File: config.mk
export PLATFORM = sky130hd
export DESIGN_NAME = traffic_signal_monitor
export DESIGN_NICKNAME = d
export VERILOG_FILES = /design/src/rtl/traffic_signal_monitor.sv
export SDC_FILE = /design/constraint.sdc
export NUM_CORES = 1
export LEC_CHECK = 0
export BUFFER_PORTS_ARGS = -buffer_cell sky130_fd_sc_hd__buf_4
export CAP_MARGIN = 0
export CORE_MARGIN = 2
export CORE_UTILIZATION = 59
export DETAILED_ROUTE_END_ITERATION = 12
export GPL_ROUTABILITY_DRIVEN = 0
export HOLD_SLACK_MARGIN = 0.12
export PLACE_DENSITY = 0.82
export SKIP_CTS_REPAIR_TIMING = 1
export SLEW_MARGIN = 15
export SYNTH_ARGS = -nofsm -noshare
export SYNTH_HDL_FRONTEND = slang
export SYNTH_SLANG_ARGS = --single-unit
File: constraint.sdc
create_clock -name clk -period 4.2 [get_ports clk]
set_clock_uncertainty 0.05 [all_clocks]
set_input_delay 0.63 -clock clk [delete_from_list [all_inputs] [get_ports clk]]
set_output_delay 0.63 -clock clk [all_outputs]
set_load 0.02 [all_outputs]
File: src/rtl/traffic_signal_monitor.sv
// Watches the lamp drives of a traffic signal controller, tracks the phase sequence
// and dwell time, and raises sticky errors for illegal codes, order, short or long phases.
module traffic_signal_monitor #(
  parameter int CNT_W     = 8,
  parameter int MIN_PHASE = 1,
  parameter int MAX_PHASE = 200
) (
  input  logic             clk,
  input  logic             reset_n,
  input  logic             red,
  input  logic             yellow,
  input  logic             green,
  input  logic             clear_err,
  output logic [1:0]       phase,
  output logic             in_fault,
  output logic [CNT_W-1:0] dwell,
  output logic             phase_done,
  output logic [CNT_W-1:0] last_dwell,
  output logic [15:0]      cycle_cnt,
  output logic             seq_err,
  output logic             lamp_err,
  output logic             short_err,
  output logic             timeout_err
);

  typedef enum logic [2:0] {
    S_IDLE,
    S_RED,
    S_YELLOW,
    S_GREEN,
    S_FAULT
  } state_t;

  localparam logic [CNT_W-1:0] DWELL_SAT = '1;
  localparam logic [CNT_W-1:0] DWELL_ONE = CNT_W'(1);
  localparam logic [CNT_W-1:0] MIN_DW    = CNT_W'(MIN_PHASE);
  localparam logic [CNT_W-1:0] MAX_DW    = CNT_W'(MAX_PHASE);

  state_t state, state_n;

  logic [2:0]       code;
  logic             one_hot;
  logic             all_zero;
  state_t           lamp_state;
  state_t           next_legal;

  logic [1:0]       phase_n;
  logic             in_fault_n;
  logic [CNT_W-1:0] dwell_n;
  logic             phase_done_n;
  logic [CNT_W-1:0] last_dwell_n;
  logic [15:0]      cycle_cnt_n;
  logic             set_seq, set_lamp, set_short, set_timeout;

  assign code     = {red, yellow, green};
  assign all_zero = (code == 3'b000);
  assign one_hot  = (code == 3'b100) || (code == 3'b010) || (code == 3'b001);

  always_comb begin
    lamp_state = S_IDLE;
    case (code)
      3'b100:  lamp_state = S_RED;
      3'b010:  lamp_state = S_YELLOW;
      3'b001:  lamp_state = S_GREEN;
      default: lamp_state = S_IDLE;
    endcase
  end

  always_comb begin
    next_legal = S_IDLE;
    case (state)
      S_RED:    next_legal = S_YELLOW;
      S_YELLOW: next_legal = S_GREEN;
      S_GREEN:  next_legal = S_RED;
      default:  next_legal = S_IDLE;
    endcase
  end

  // Next-state and next-output decode; every registered output is computed here
  always_comb begin
    state_n      = state;
    dwell_n      = dwell;
    last_dwell_n = last_dwell;
    phase_done_n = 1'b0;
    cycle_cnt_n  = cycle_cnt;
    set_seq      = 1'b0;
    set_lamp     = 1'b0;
    set_short    = 1'b0;
    set_timeout  = 1'b0;

    case (state)
      S_IDLE: begin
        if (!all_zero) begin
          if (!one_hot) begin
            state_n  = S_FAULT;
            set_lamp = 1'b1;
          end else if (lamp_state == S_RED) begin
            state_n = S_RED;
            dwell_n = DWELL_ONE;
          end else begin
            state_n = S_FAULT;
            set_seq = 1'b1;
          end
        end
      end

      S_FAULT: begin
        if (lamp_state == S_RED) begin
          state_n = S_RED;
          dwell_n = DWELL_ONE;
        end
      end

      default: begin
        if (!one_hot) begin
          state_n  = S_FAULT;
          dwell_n  = '0;
          set_lamp = 1'b1;
        end else if (lamp_state == state) begin
          // Timeout fires on the sample that would push dwell beyond the limit
          if (dwell == MAX_DW) set_timeout = 1'b1;
          if (dwell != DWELL_SAT) dwell_n = dwell + DWELL_ONE;
        end else if (lamp_state == next_legal) begin
          if (dwell < MIN_DW) set_short = 1'b1;
          state_n      = next_legal;
          last_dwell_n = dwell;
          dwell_n      = DWELL_ONE;
          phase_done_n = 1'b1;
          if (state == S_GREEN) cycle_cnt_n = cycle_cnt + 16'd1;
        end else begin
          state_n = S_FAULT;
          dwell_n = '0;
          set_seq = 1'b1;
        end
      end
    endcase

    case (state_n)
      S_RED:    phase_n = 2'd1;
      S_YELLOW: phase_n = 2'd2;
      S_GREEN:  phase_n = 2'd3;
      default:  phase_n = 2'd0;
    endcase
    in_fault_n = (state_n == S_FAULT);
  end

  // Error flags: a set condition on the same edge overrides clear_err
  always_ff @(posedge clk or negedge reset_n) begin
    if (!reset_n) begin
      state       <= S_IDLE;
      phase       <= 2'd0;
      in_fault    <= 1'b0;
      dwell       <= '0;
      last_dwell  <= '0;
      phase_done  <= 1'b0;
      cycle_cnt   <= 16'd0;
      seq_err     <= 1'b0;
      lamp_err    <= 1'b0;
      short_err   <= 1'b0;
      timeout_err <= 1'b0;
    end else begin
      state       <= state_n;
      phase       <= phase_n;
      in_fault    <= in_fault_n;
      dwell       <= dwell_n;
      last_dwell  <= last_dwell_n;
      phase_done  <= phase_done_n;
      cycle_cnt   <= cycle_cnt_n;
      seq_err     <= (seq_err     & ~clear_err) | set_seq;
      lamp_err    <= (lamp_err    & ~clear_err) | set_lamp;
      short_err   <= (short_err   & ~clear_err) | set_short;
      timeout_err <= (timeout_err & ~clear_err) | set_timeout;
    end
  end

endmodule

; ---- After elaboration in Yosys (flattened, before gate mapping)
; Index checks and enable logic that the tools add are counted.
[classes]
div = 0
n_bitwise = 11
mul = 0
n_reduce_logical = 8
n_shift = 0
n_addsub = 2
mux = 42
magnitude_cmp = 1
eq_ne = 19
[op_table]
columns = op, count
row1 = 8-bit two-way mux, 6
row2 = 1-bit two-way mux, 22
row3 = 3-bit two-way mux, 7
row4 = 2-bit one-hot mux with 3 select lines, 3
row5 = "16-bit by 1-bit adder with 16-bit output, second input constant", 1
row6 = 8-bit one-hot mux with 2 select lines, 1
row7 = "3-bit by 2-bit equality test with 1-bit output, second input constant", 5
row8 = "3-bit by 1-bit equality test with 1-bit output, second input constant", 4
row9 = "3-bit equality test, second input constant", 3
row10 = "8-bit by 1-bit adder with 8-bit output, second input constant", 1
row11 = "8-bit equality test, second input constant", 1
row12 = "8-bit by 1-bit < comparator with 1-bit output, second input constant", 1
row13 = "8-bit inequality test, second input constant", 1
row14 = 3-bit equality test, 2
row15 = 3-bit logical NOT, 2
row16 = 3-bit one-hot mux with 2 select lines, 1
row17 = "5-bit by 2-bit inequality test with 1-bit output, second input constant", 1
row18 = 5-bit AND reduction, 1
row19 = 1-bit AND, 4
row20 = "2-bit inequality test, second input constant", 2
row21 = 1-bit OR, 4
row22 = 1-bit one-hot mux with 2 select lines, 2
row23 = 4-bit AND reduction, 1
row24 = 1-bit inverter, 3
row25 = 3 further kinds, 4
[totals]
out_inout_bits = 40
romBits = 0
ramBits = 0
latch_bits = 0
inputBits = 6
elab_cells = 94
mem_count = 0
reg_bits = 43

; ---- Longest topological paths before layout
; Gate-level depths: netlist of run 1.
[depth]
ltp_word = 9
ltp_mapped = 7
depth_no_buf = 5

; ---- Worst setup path before layout of run 1
; Ideal clock, no wire load.
[synth_path]
kind = input to register
startpoint = in yellow
endpoint = reg dwell[5]
n_path_buf = 1
path_stages = 6
setup_time_ns = 0.079
slack_ns = 1.759
t_required_ns = 4.071
arrival_ns = 2.312
path_cell_list = buf_6 or3b_4 or3_4 a2111oi_4 or3_1 mux2i_1
[synth_via]
elab_chain_cells = 7
word_cells_on_any_way = 19
classes_between = eq/ne: 8 / mux: 7 / reduce/logical: 4
[synth_lines]
columns = element, line_no
row1 = start: declaration, 11  ; input logic yellow,
row2 = "3-bit by 1-bit equality test with 1-bit output, or another cell as far along", "57, 61"
row3 = 2-bit one-hot mux with 3 select lines, 61  ; case (code)
row4 = 3-bit by 1-bit equality test with 1-bit output, "97, 108"
row5 = 8-bit two-way mux (3 in a row), -
row6 = 8-bit one-hot mux with 2 select lines, 91  ; case (state)
row7 = end signal: assignment, 165  ; dwell <= dwell_n;
row8 = end: declaration, 16  ; output logic [CNT_W-1:0] dwell,
; Parallel ways exist; a longest one is shown, timed or not. The select of a mux whose other input is x is not followed.
; A chain may end at the register's enable or synchronous reset.

; ---- Worst setup path in the final report of run 1
[layout_path]
startpoint = reg state[1]
endpoint = reg last_dwell[7]
[layout_via]
elab_chain_cells = 4
word_cells_on_any_way = 12
classes_between = eq/ne: 6 / mux: 1 / bitwise: 2 / reduce/logical: 3
[layout_lines]
columns = element, line_no
row1 = start: declaration, 39  ; state_t state, state_n;
row2 = start signal: assignment, 162  ; state <= state_n;
row3 = "3-bit by 2-bit equality test with 1-bit output, or another cell as far along", 71  ; case (state)
row4 = 2-bit one-hot mux with 3 select lines or 2-bit OR reduction (tied branches), -
row5 = 3-bit equality test or 1-bit inverter (tied branches), -
row6 = 4-bit AND reduction (no source line) (*), -
row7 = end signal: assignment, 166  ; last_dwell <= last_dwell_n;
row8 = end: declaration, 18  ; output logic [CNT_W-1:0] last_dwell,
; Every way passes the cells marked *; elsewhere a longest branch is shown, timed or not.

==> metrics, run 1 <==
outcome finished, final reports clean; Req. time, crit path 4330 ps; CP peak stage delay 570 ps; Worst setup SP type flop; CP max FO 17; Die Area 4366 sq um; H-tree Lvls 2; layout cells sized above 1 25.66%; Initial Util 61.63%; clk sink count 43; largest net degree at the start of global routing 44; drt first-iter violations 158; Post-Syn Instances 222; core area 3689 sq um; DP HPWL 3.362 mm; RSZ-0062 raised after global routing false; Unique masters post-synth 52; Reg-to-Reg End last_dwell[7]; DR vias 1828; Worst R2R Setup Slack 1660 ps; area grow syn2layout 19.26%; Slew HR 60.61%; total of max-cap violations 0; critical path class flop to flop; Rows 22; Cell Area, Synth 2273 sq um; EDFF count, synth 0; Power, Total 766.0 uW; Async S/R FF share, synth 100.0%; vias per std cell 5.840; 1st-pass router iterations 4; Yosys warnings 0; vias in the first global route 1676; Leak Pwr 0.001278 uW; worst slew pin tran 590.8 ps; Die Ht 66.08 um; Ant. Diodes 0; IO Pins 46; Slew Viols, Final 0; final net count 274; Yosys top cell by area dfrtp_1; clk buf depth 2; clk slew on worst S/H paths 80 ps; Max VDD drop 0.2185 mV; path depth of the worst reg2reg path 5; Routed Antenna Nets 0; global-route wire length before repair 8.052 mm; Layout Utilization 73.51%; FMAX 0.3936 GHz; Clk Latency, worst-skew pair 300 ps; Mapped Nets 232; Power Density 282.5 nW/um^2; final-report hold violation count 0; ys flop type dfrtp_1; # setup viols final 0; slowest cell on the critical path dfrtp_1; CTS tree yes; Synth area leaders dfrtp_1 47%, mux2_2 4.5%, nand2_1 3.5%, xnor2_1 3.5%, xor2_1 3.1%; Residual DRC 0; All-Layer GR Usage 24.49%; Avg Cell Area, Syn 10.24 sq um; CTS Buf Count 5; routed len/inst 15.07 um; initial antenna violation count 0; Port Buf Inserts 45; reg2reg start state[1]; number of synthesized register bits 43; crit path DAT 2670 ps; CP Cell Sequence nand2b_1 > or3b_2 > a21o_1 > a21oi_2 > mux2_2; top-count cell post-synth dfrtp_1; setup TNS 0 ps; area share of the leading cell type in the synthesized netlist 47.33%; Min-Delay Path Class input port to async pin; WL final 4.717 mm; post-synthesis sequential area ratio 47.33%; Filler cells 287; overflow left after global routing 0; Critical Path Sink Type flop; chip width 66.08 um; Clock Tree Root clkbuf_8; Post-synth top cells 43 x dfrtp_1, 21 x nand2_1, 17 x nor2_1; fin crit period 2540 ps; period utilisation layout 60.49%
-- layout make-up --
cell class,instances,area [sq um],area share (%)
multi-input cells,163,1130,41.67
flip-flops and latches,43,1076,39.69
repair buffers,45,337.8,12.46
clock buffers,6,72.57,2.677
well taps,48,60.06,2.215
inverters,6,22.52,0.8306
clock inverters,2,12.51,0.4615
-- power breakdown --
part / internal, uW / switching [uW]
combinational: 30.2 / 46.4
sequential: 421 / 11.4
clock: 116 / 141
-- stage by stage --
stage | cells | area, sq um | hold slack, ps | setup WS [ps]
4_1_cts | 313 | 2711 | 278.1 | 1661
5_1_grt | 313 | 2711 | 313.2 | 1509
2_1_floorplan | 222 | 2273 | 284.4 | 1759
3_3_place_gp | 305 | 2626 | 406.9 | 1604
6_report | 313 | 2711 | 245.6 | 1660
3_5_place_dp | 305 | 2626 | 428.2 | 1502
-- cell families (layout without fill, tap and decap cells) --
| logic type | count (synthesis) | count (layout) | share of synthesized area (%) |
|---|---|---|---|
| xor+xnor | 17 | 17 | 6.550 |
| flops | 43 | 43 | 47.33 |
| buf+inv | 16 | 59 | 2.972 |
| compound gates | 38 | 38 | 12.38 |
| simple gates | 91 | 91 | 22.34 |
| fa+ha+maj | 5 | 5 | 2.642 |
| mux | 12 | 12 | 5.779 |
-- sequential cells by signal, indices dropped and copies added (netlist names) --
| name | count |
|---|---|
| lamp_err | 1 |
| state | 3 |
| cycle_cnt | 16 |
| timeout_err | 1 |
| last_dwell | 8 |
| in_fault | 1 |
| dwell | 8 |
| seq_err | 1 |
| short_err | 1 |
| phase | 2 |
| phase_done | 1 |
-- critical path: cells and delay by family (launching register included) --
family          cells  cell delay, ps
simple gates        2             740
compound gates      2             650
flops               1             570
mux                 1             410
-- routing by layer --
layer / vias up / track usage [%] / wire, um
li1: 893 / - / -
met1: 879 / 31.91 / 2138
met2: 47 / 40.15 / 2272
met3: 9 / 5.963 / 231
met4: 0 / 8.163 / 74
met5: - / 0 / 0
-- how the worst max path moves through the flow --
stage             start  cells past startpoint            end
4_1_cts        state[1]                      5  last_dwell[7]
3_5_place_dp     yellow                      6       dwell[5]
2_1_floorplan    yellow                      6       dwell[5]
3_3_place_gp     yellow                      6       dwell[5]
6_report       state[1]                      5  last_dwell[7]
5_1_grt        state[1]                      5  last_dwell[7]
-- cells in the final DEF (no fill, tap or decap), types with 2 or more instances in the layout --
cell	netlist	layout
buf_4	0	45
dfrtp_1	43	43
nand2_1	21	21
nor2_1	17	17
nand3_1	9	9
mux2_2	9	9
xnor2_1	9	9
xor2_1	8	8
a21oi_1	8	8
inv_1	6	6
o21ai_0	6	6
nand2b_1	5	5
clkbuf_8	0	5
a211oi_1	4	4
nand4_1	4	4
and3_1	4	4
or3_1	4	4
ha_1	4	4
mux2i_1	3	3
a31oi_1	3	3
nor4b_1	3	3
and4_1	3	3
nor4_1	3	3
or2_2	2	2
nor3b_1	2	2
a21boi_0	2	2
o22a_1	2	2
nand3b_1	2	2
nor3_1	2	2
o32ai_1	2	2
a21boi_1	2	2
Power figures use the tool's default switching activity.
==> inputs of run 2 (changes only) <==
--- a/config.mk
+++ b/config.mk
@@ -8,11 +8,11 @@
 export BUFFER_PORTS_ARGS = -buffer_cell sky130_fd_sc_hd__buf_4
 export CAP_MARGIN = 0
 export CORE_MARGIN = 2
-export CORE_UTILIZATION = 59
+export CORE_UTILIZATION = 54
 export DETAILED_ROUTE_END_ITERATION = 12
 export GPL_ROUTABILITY_DRIVEN = 0
 export HOLD_SLACK_MARGIN = 0.12
-export PLACE_DENSITY = 0.82
+export PLACE_DENSITY = 0.76
 export SKIP_CTS_REPAIR_TIMING = 1
 export SLEW_MARGIN = 15
 export SYNTH_ARGS = -nofsm -noshare
==> constraint.sdc (replaced) <==
create_clock -name clk -period 2.46 [get_ports clk]
set_clock_uncertainty 0.05 [all_clocks]
set_input_delay 0.369 -clock clk [delete_from_list [all_inputs] [get_ports clk]]
set_output_delay 0.369 -clock clk [all_outputs]
set_load 0.02 [all_outputs]
==> run 2 against run 1 <==
  * Final cell count up 4.2%
  * Setup slack worse by 1400 ps
  * Final area up 3.2%
  * Wire length up 5.5%
  * Critical path type unchanged
==> metrics, run 2 (synthesis results as in run 1) <==
layout cells sized above 1 28.26% (+2.6 points); Ant. Diodes 0 (unchanged); FMAX 0.4619 GHz (+17%); most frequent cells in the layout 55 x buf_4, 43 x dfrtp_1, 21 x nand2_1; vias in the first global route 1712 (+2.1%); Largest Register cycle_cnt; Port Buf Inserts 45 (unchanged); area grow syn2layout 23.11%; Sw Pwr 337.6 uW (+70%); period utilisation layout 88.01% (+28 points); Reg-to-Reg End last_dwell[1]; Critical Path Sink Type flop; crit path DAT 2290 ps (-380 ps); DP HPWL 3.494 mm (+3.9%); P_int 976.5 uW (+72%); # setup viols final 0 (unchanged); CP max FO 9 (-8); All-Layer GR Usage 22.33% (-2.2 points); Worst setup SP type flop; Worst Setup SP state[0]; core area 4029 sq um (+9.2%); outcome finished, final reports clean; clock network fraction of total power 33.1% (-0.4 points); Clock Tree Root clkbuf_8; critical path class flop to flop; Req. time, crit path 2580 ps (-1750 ps); 1st-pass router iterations 4 (unchanged); routed len/inst 15.26 um (+1.3%); Die Ht 68.89 um (+4.3%); Worst Setup EP last_dwell[1]; Max VDD drop 0.4879 mV (+120%); Slew HR 63.50% (+2.9 points); Flop pwr share 55.9% (-0.6 points); worst slew pin tran 547.5 ps (-43.38 ps); CTS Buf Count 5 (unchanged); drt first-iter violations 185 (+17%); CTS tree yes; Logic pwr share 11.0% (+1.0 points); path depth of the worst reg2reg path 6 (+1); largest registers cycle_cnt: 16 flops, dwell: 8 flops, last_dwell: 8 flops; chip width 68.89 um (+4.3%); clk sink count 43 (unchanged); H-tree Lvls 2 (unchanged); Leak Pwr 0.001333 uW (+4.3%); Initial Util 56.43% (-5.2 points); global-route wire length before repair 7.907 mm (-1.8%); Slew Viols, Final 0 (unchanged); Clk Latency, worst-skew pair 290 ps (about the same); Residual DRC 0 (unchanged); reg2reg start state[0]; Min-Delay Path Class input port to flop; initial antenna violation count 0 (unchanged); clk slew on worst S/H paths 90 ps (about the same); Rows 23 (+4.5%); WL final 4.975 mm (+5.5%); Hold Path Depth 2; fin area 2799 sq um (+3.2%); clk buf depth 2 (unchanged); final net count 285 (+4.0%); Routed Antenna Nets 0 (unchanged); max reg flops 16 (unchanged); RSZ-0062 raised after global routing false; fin crit period 2165 ps (-375.4 ps); DR vias 1839 (+0.60%); most common cell after layout, fill and taps aside buf_4; Worst R2R Setup Slack 290 ps (-1360 ps); Die Area 4745 sq um (+8.7%); final-report hold violation count 0 (unchanged); vias per std cell 5.641 (-3.4%); total of max-cap violations 0 (unchanged); switching share of power 25.69% (-0.23 points); overflow left after global routing 0 (unchanged); largest net degree at the start of global routing 44 (unchanged); setup TNS 0 ps (unchanged); placed cell areas 2704 sq um (+3.0%); IO Pins 46 (unchanged); Power Density 469.5 nW/um^2 (+66%)
[run 2: cell types whose count changed in the layout (fill, tap and decap cells not counted)]
| cell | previous run | this run |
|---|---|---|
| buf_4 | 45 | 55 |
| dlygate4sd3_1 | 0 | 1 |
[run 2: worst min path at each step]
| stage | start | end | slack [ps] |
|---|---|---|---|
| 2_1_floorplan | reset_n | cycle_cnt[0] | 20 |
| 3_3_place_gp | reset_n | phase[1] | 340 |
| 3_5_place_dp | reset_n | state[1] | 340 |
| 4_1_cts | reset_n | state[1] | 20 |
| 5_1_grt | clear_err | timeout_err | 210 |
| 6_report | clear_err | timeout_err | 220 |
[run 2: cell type report]
| class | instances | area [sq um] |
|---|---|---|
| clock buffers | 6 | 72.57 |
| clock inverters | 2 | 12.51 |
| fillers | 341 | 1230 |
| inverters | 6 | 22.52 |
| multi-input cells | 163 | 1130 |
| flip-flops and latches | 43 | 1076 |
| well taps | 50 | 62.56 |
| repair buffers | 56 | 422.9 |
[run 2: critical path, cell delays in order, from the launching register on]
cell,delay (ps)
dfrtp_1,510
nand2b_1,150
or3b_2,490
a21o_1,180
a21oi_2,130
buf_4,190
mux2_2,350
[run 2: power by group through the flow]
| stage | Combinational, uW | Sequential [uW] | Clock [uW] |
|---|---|---|---|
| floorplan | 69.9 | 758 | 0 |
| global placement | 142 | 748 | 0 |
| detailed placement | 143 | 748 | 0 |
| CTS | 144 | 734 | 453 |
| global route | 161 | 736 | 479 |
| finish | 145 | 734 | 435 |
[run 2: per-layer routing]
layer	routed length (um)	track usage, %
met1	2357	30.28
met2	2353	35.58
met3	228	4.870
met4	35	7.353
met5	0	0
[run 2: per-stage QoR]
step                total power, uW  instances  setup slack, ps  util [%]  hold WS, ps
floorplan                     828.2        222            279.7         -        23.41
global placement              889.5        317            190.6     67.11        341.3
detailed placement            891.4        317            130.1     67.11        342.7
CTS                            1331        325            305.3     69.22        23.17
global route                   1377        326            184.4     69.47        208.2
finish                         1314        326            295.0     69.47        223.6
==> inputs of run 3 (changes only) <==
--- a/config.mk
+++ b/config.mk
@@ -13,6 +13,7 @@
 export GPL_ROUTABILITY_DRIVEN = 0
 export HOLD_SLACK_MARGIN = 0.12
 export PLACE_DENSITY = 0.76
+export REMOVE_ABC_BUFFERS = 1
 export SKIP_CTS_REPAIR_TIMING = 1
 export SLEW_MARGIN = 15
 export SYNTH_ARGS = -nofsm -noshare
==> run 3 against run 2 <==
  * Highest routed layer unchanged
  * Power up 0.52%
  * Count of clock-buffer cells in the layout unchanged
  * Largest cell class unchanged
  * Via count up 0.33%
==> metrics, run 3 (synthesis results as in run 1) <==
global-route wire length before repair 7.790 mm (-1.5%); switching share of power 26.04% (+0.35 points); max reg flops 16 (unchanged); Worst setup SP type flop; WL final 4.824 mm (-3.0%); Clock Tree Root clkbuf_8; Largest Register cycle_cnt; drt first-iter violations 194 (+4.9%); Die Ht 68.89 um (unchanged); CTS tree yes; Logic pwr share 11.0% (about the same); DR vias 1845 (+0.33%); clk slew on worst S/H paths 80 ps (about the same); CTS Buf Count 5 (unchanged); Slew Viols, Final 0 (unchanged); initial antenna violation count 0 (unchanged); Clk Latency, worst-skew pair 300 ps (about the same); Min-Delay Path Class input port to flop; Layout Utilization 69.47% (unchanged); CP max FO 10 (+1); fin crit period 2145 ps (-20.27 ps); final-report hold violation count 0 (unchanged); All-Layer GR Usage 22.37% (+0.039 points); Residual DRC 0 (unchanged); 1st-pass router iterations 4 (unchanged); Rows 23 (unchanged); overflow left after global routing 0 (unchanged); Ant. Diodes 0 (unchanged); Routed Antenna Nets 0 (unchanged); Slew HR 63.58% (+0.081 points); core area 4029 sq um (unchanged); IO Pins 46 (unchanged); layout cells sized above 1 28.26% (unchanged); RSZ-0062 raised after global routing false; Req. time, crit path 2600 ps (+20 ps); CP peak stage delay 490 ps (-20 ps); critical path class flop to flop; WP buf/inv 1 (unchanged); fin cells 326 (unchanged); vias in the first global route 1746 (+2.0%); Sw Pwr 344.0 uW (+1.9%); Critical Path Sink Type flop; setup TNS 0 ps (unchanged); total of max-cap violations 0 (unchanged); FMAX 0.4663 GHz (+0.94%); P_int 976.9 uW (about the same); # setup viols final 0 (unchanged); clk buf depth 2 (unchanged); placed cells 317 (unchanged); most frequent cells in the layout 55 x buf_4, 43 x dfrtp_1, 21 x nand2_1; crit path DAT 2280 ps (about the same); largest net degree at the start of global routing 44 (unchanged); CP Cell Sequence nand2b_1 > or3b_2 > a21o_1 > a21oi_2 > buf_4 > mux2_2; largest registers cycle_cnt: 16 flops, dwell: 8 flops, last_dwell: 8 flops; clk sink count 43 (unchanged); vias per std cell 5.660 (+0.33%); Initial Util 56.43% (unchanged); Port Buf Inserts 45 (unchanged); period utilisation layout 87.19% (-0.82 points); H-tree Lvls 2 (unchanged); Flop pwr share 55.6% (-0.3 points); family with the most delay on the worst path simple AND/OR/NAND/NOR gates; Max VDD drop 0.3570 mV (-27%); area grow syn2layout 23.11% (unchanged); final net count 285 (unchanged); Hold WS 202.1 ps (-21.47 ps); DP HPWL 3.410 mm (-2.4%); clock network fraction of total power 33.4% (+0.3 points); routed len/inst 14.80 um (-3.0%); Power Density 471.9 nW/um^2 (+0.52%); slowest cell on the critical path dfrtp_1; Die Area 4745 sq um (unchanged); Leak Pwr 0.001333 uW (about the same); outcome finished, final reports clean; most common cell after layout, fill and taps aside buf_4; chip width 68.89 um (unchanged); worst slew pin tran 546.2 ps (-1.219 ps)
-- run 3: power groups by stage --
stage / Combinational [uW] / Sequential (uW) / Clock, uW
floorplan: 55.5 / 761 / 0
global placement: 141 / 748 / 0
detailed placement: 144 / 748 / 0
CTS: 144 / 734 / 456
global route: 160 / 736 / 483
finish: 145 / 734 / 442
-- run 3: worst paths after layout --
check / cells after the start / from / slack (ps) / to
min in group asynchronous: 2 / reset_n / 570 / dwell[7]
hold reg to reg: 1 / cycle_cnt[15] / 420 / cycle_cnt[15]
setup reg to reg: 6 / state[0] / 320 / last_dwell[7]
max in group asynchronous: 2 / reset_n / 1420 / cycle_cnt[5]
setup / recovery: 6 / state[0] / 320 / last_dwell[7]
hold / removal: 2 / clear_err / 200 / timeout_err
-- run 3: layout make-up --
| class | instances | area [sq um] |
|---|---|---|
| Multi-Input combinational cell | 163 | 1130 |
| Clock inverter | 2 | 12.51 |
| Sequential cell | 43 | 1076 |
| Timing Repair Buffer | 56 | 422.9 |
| Tap cell | 50 | 62.56 |
| Clock buffer | 6 | 72.57 |
| Fill cell | 332 | 1230 |
| Inverter | 6 | 22.52 |
-- run 3: through the flow --
step | power [uW] | cell area (sq um) | worst slack, ps
after floorplan | 816.8 | 2228 | 254.4
after global placement | 889.5 | 2704 | 194.6
after detailed placement | 892.2 | 2704 | 134.8
after CTS | 1335 | 2789 | 328.0
after global routing | 1380 | 2799 | 150.4
final | 1321 | 2799 | 315.2
-- run 3: worst reg2reg max path: stages, from the launching register on --
cell	delay, ps
dfrtp_1	490
nand2b_1	120
or3b_2	480
a21o_1	190
a21oi_2	140
buf_4	210
mux2_2	350
-- run 3: metal layers --
| metal | global-route usage, % | vias to the layer above | part of all wire (%) |
|---|---|---|---|
| met4 | 7.353 | 0 | 0.97 |
| met1 | 28.14 | 897 | 46 |
| met5 | 0 | - | 0 |
| met2 | 36.90 | 38 | 49 |
| met3 | 6.656 | 6 | 4.5 |
| li1 | - | 904 | - |
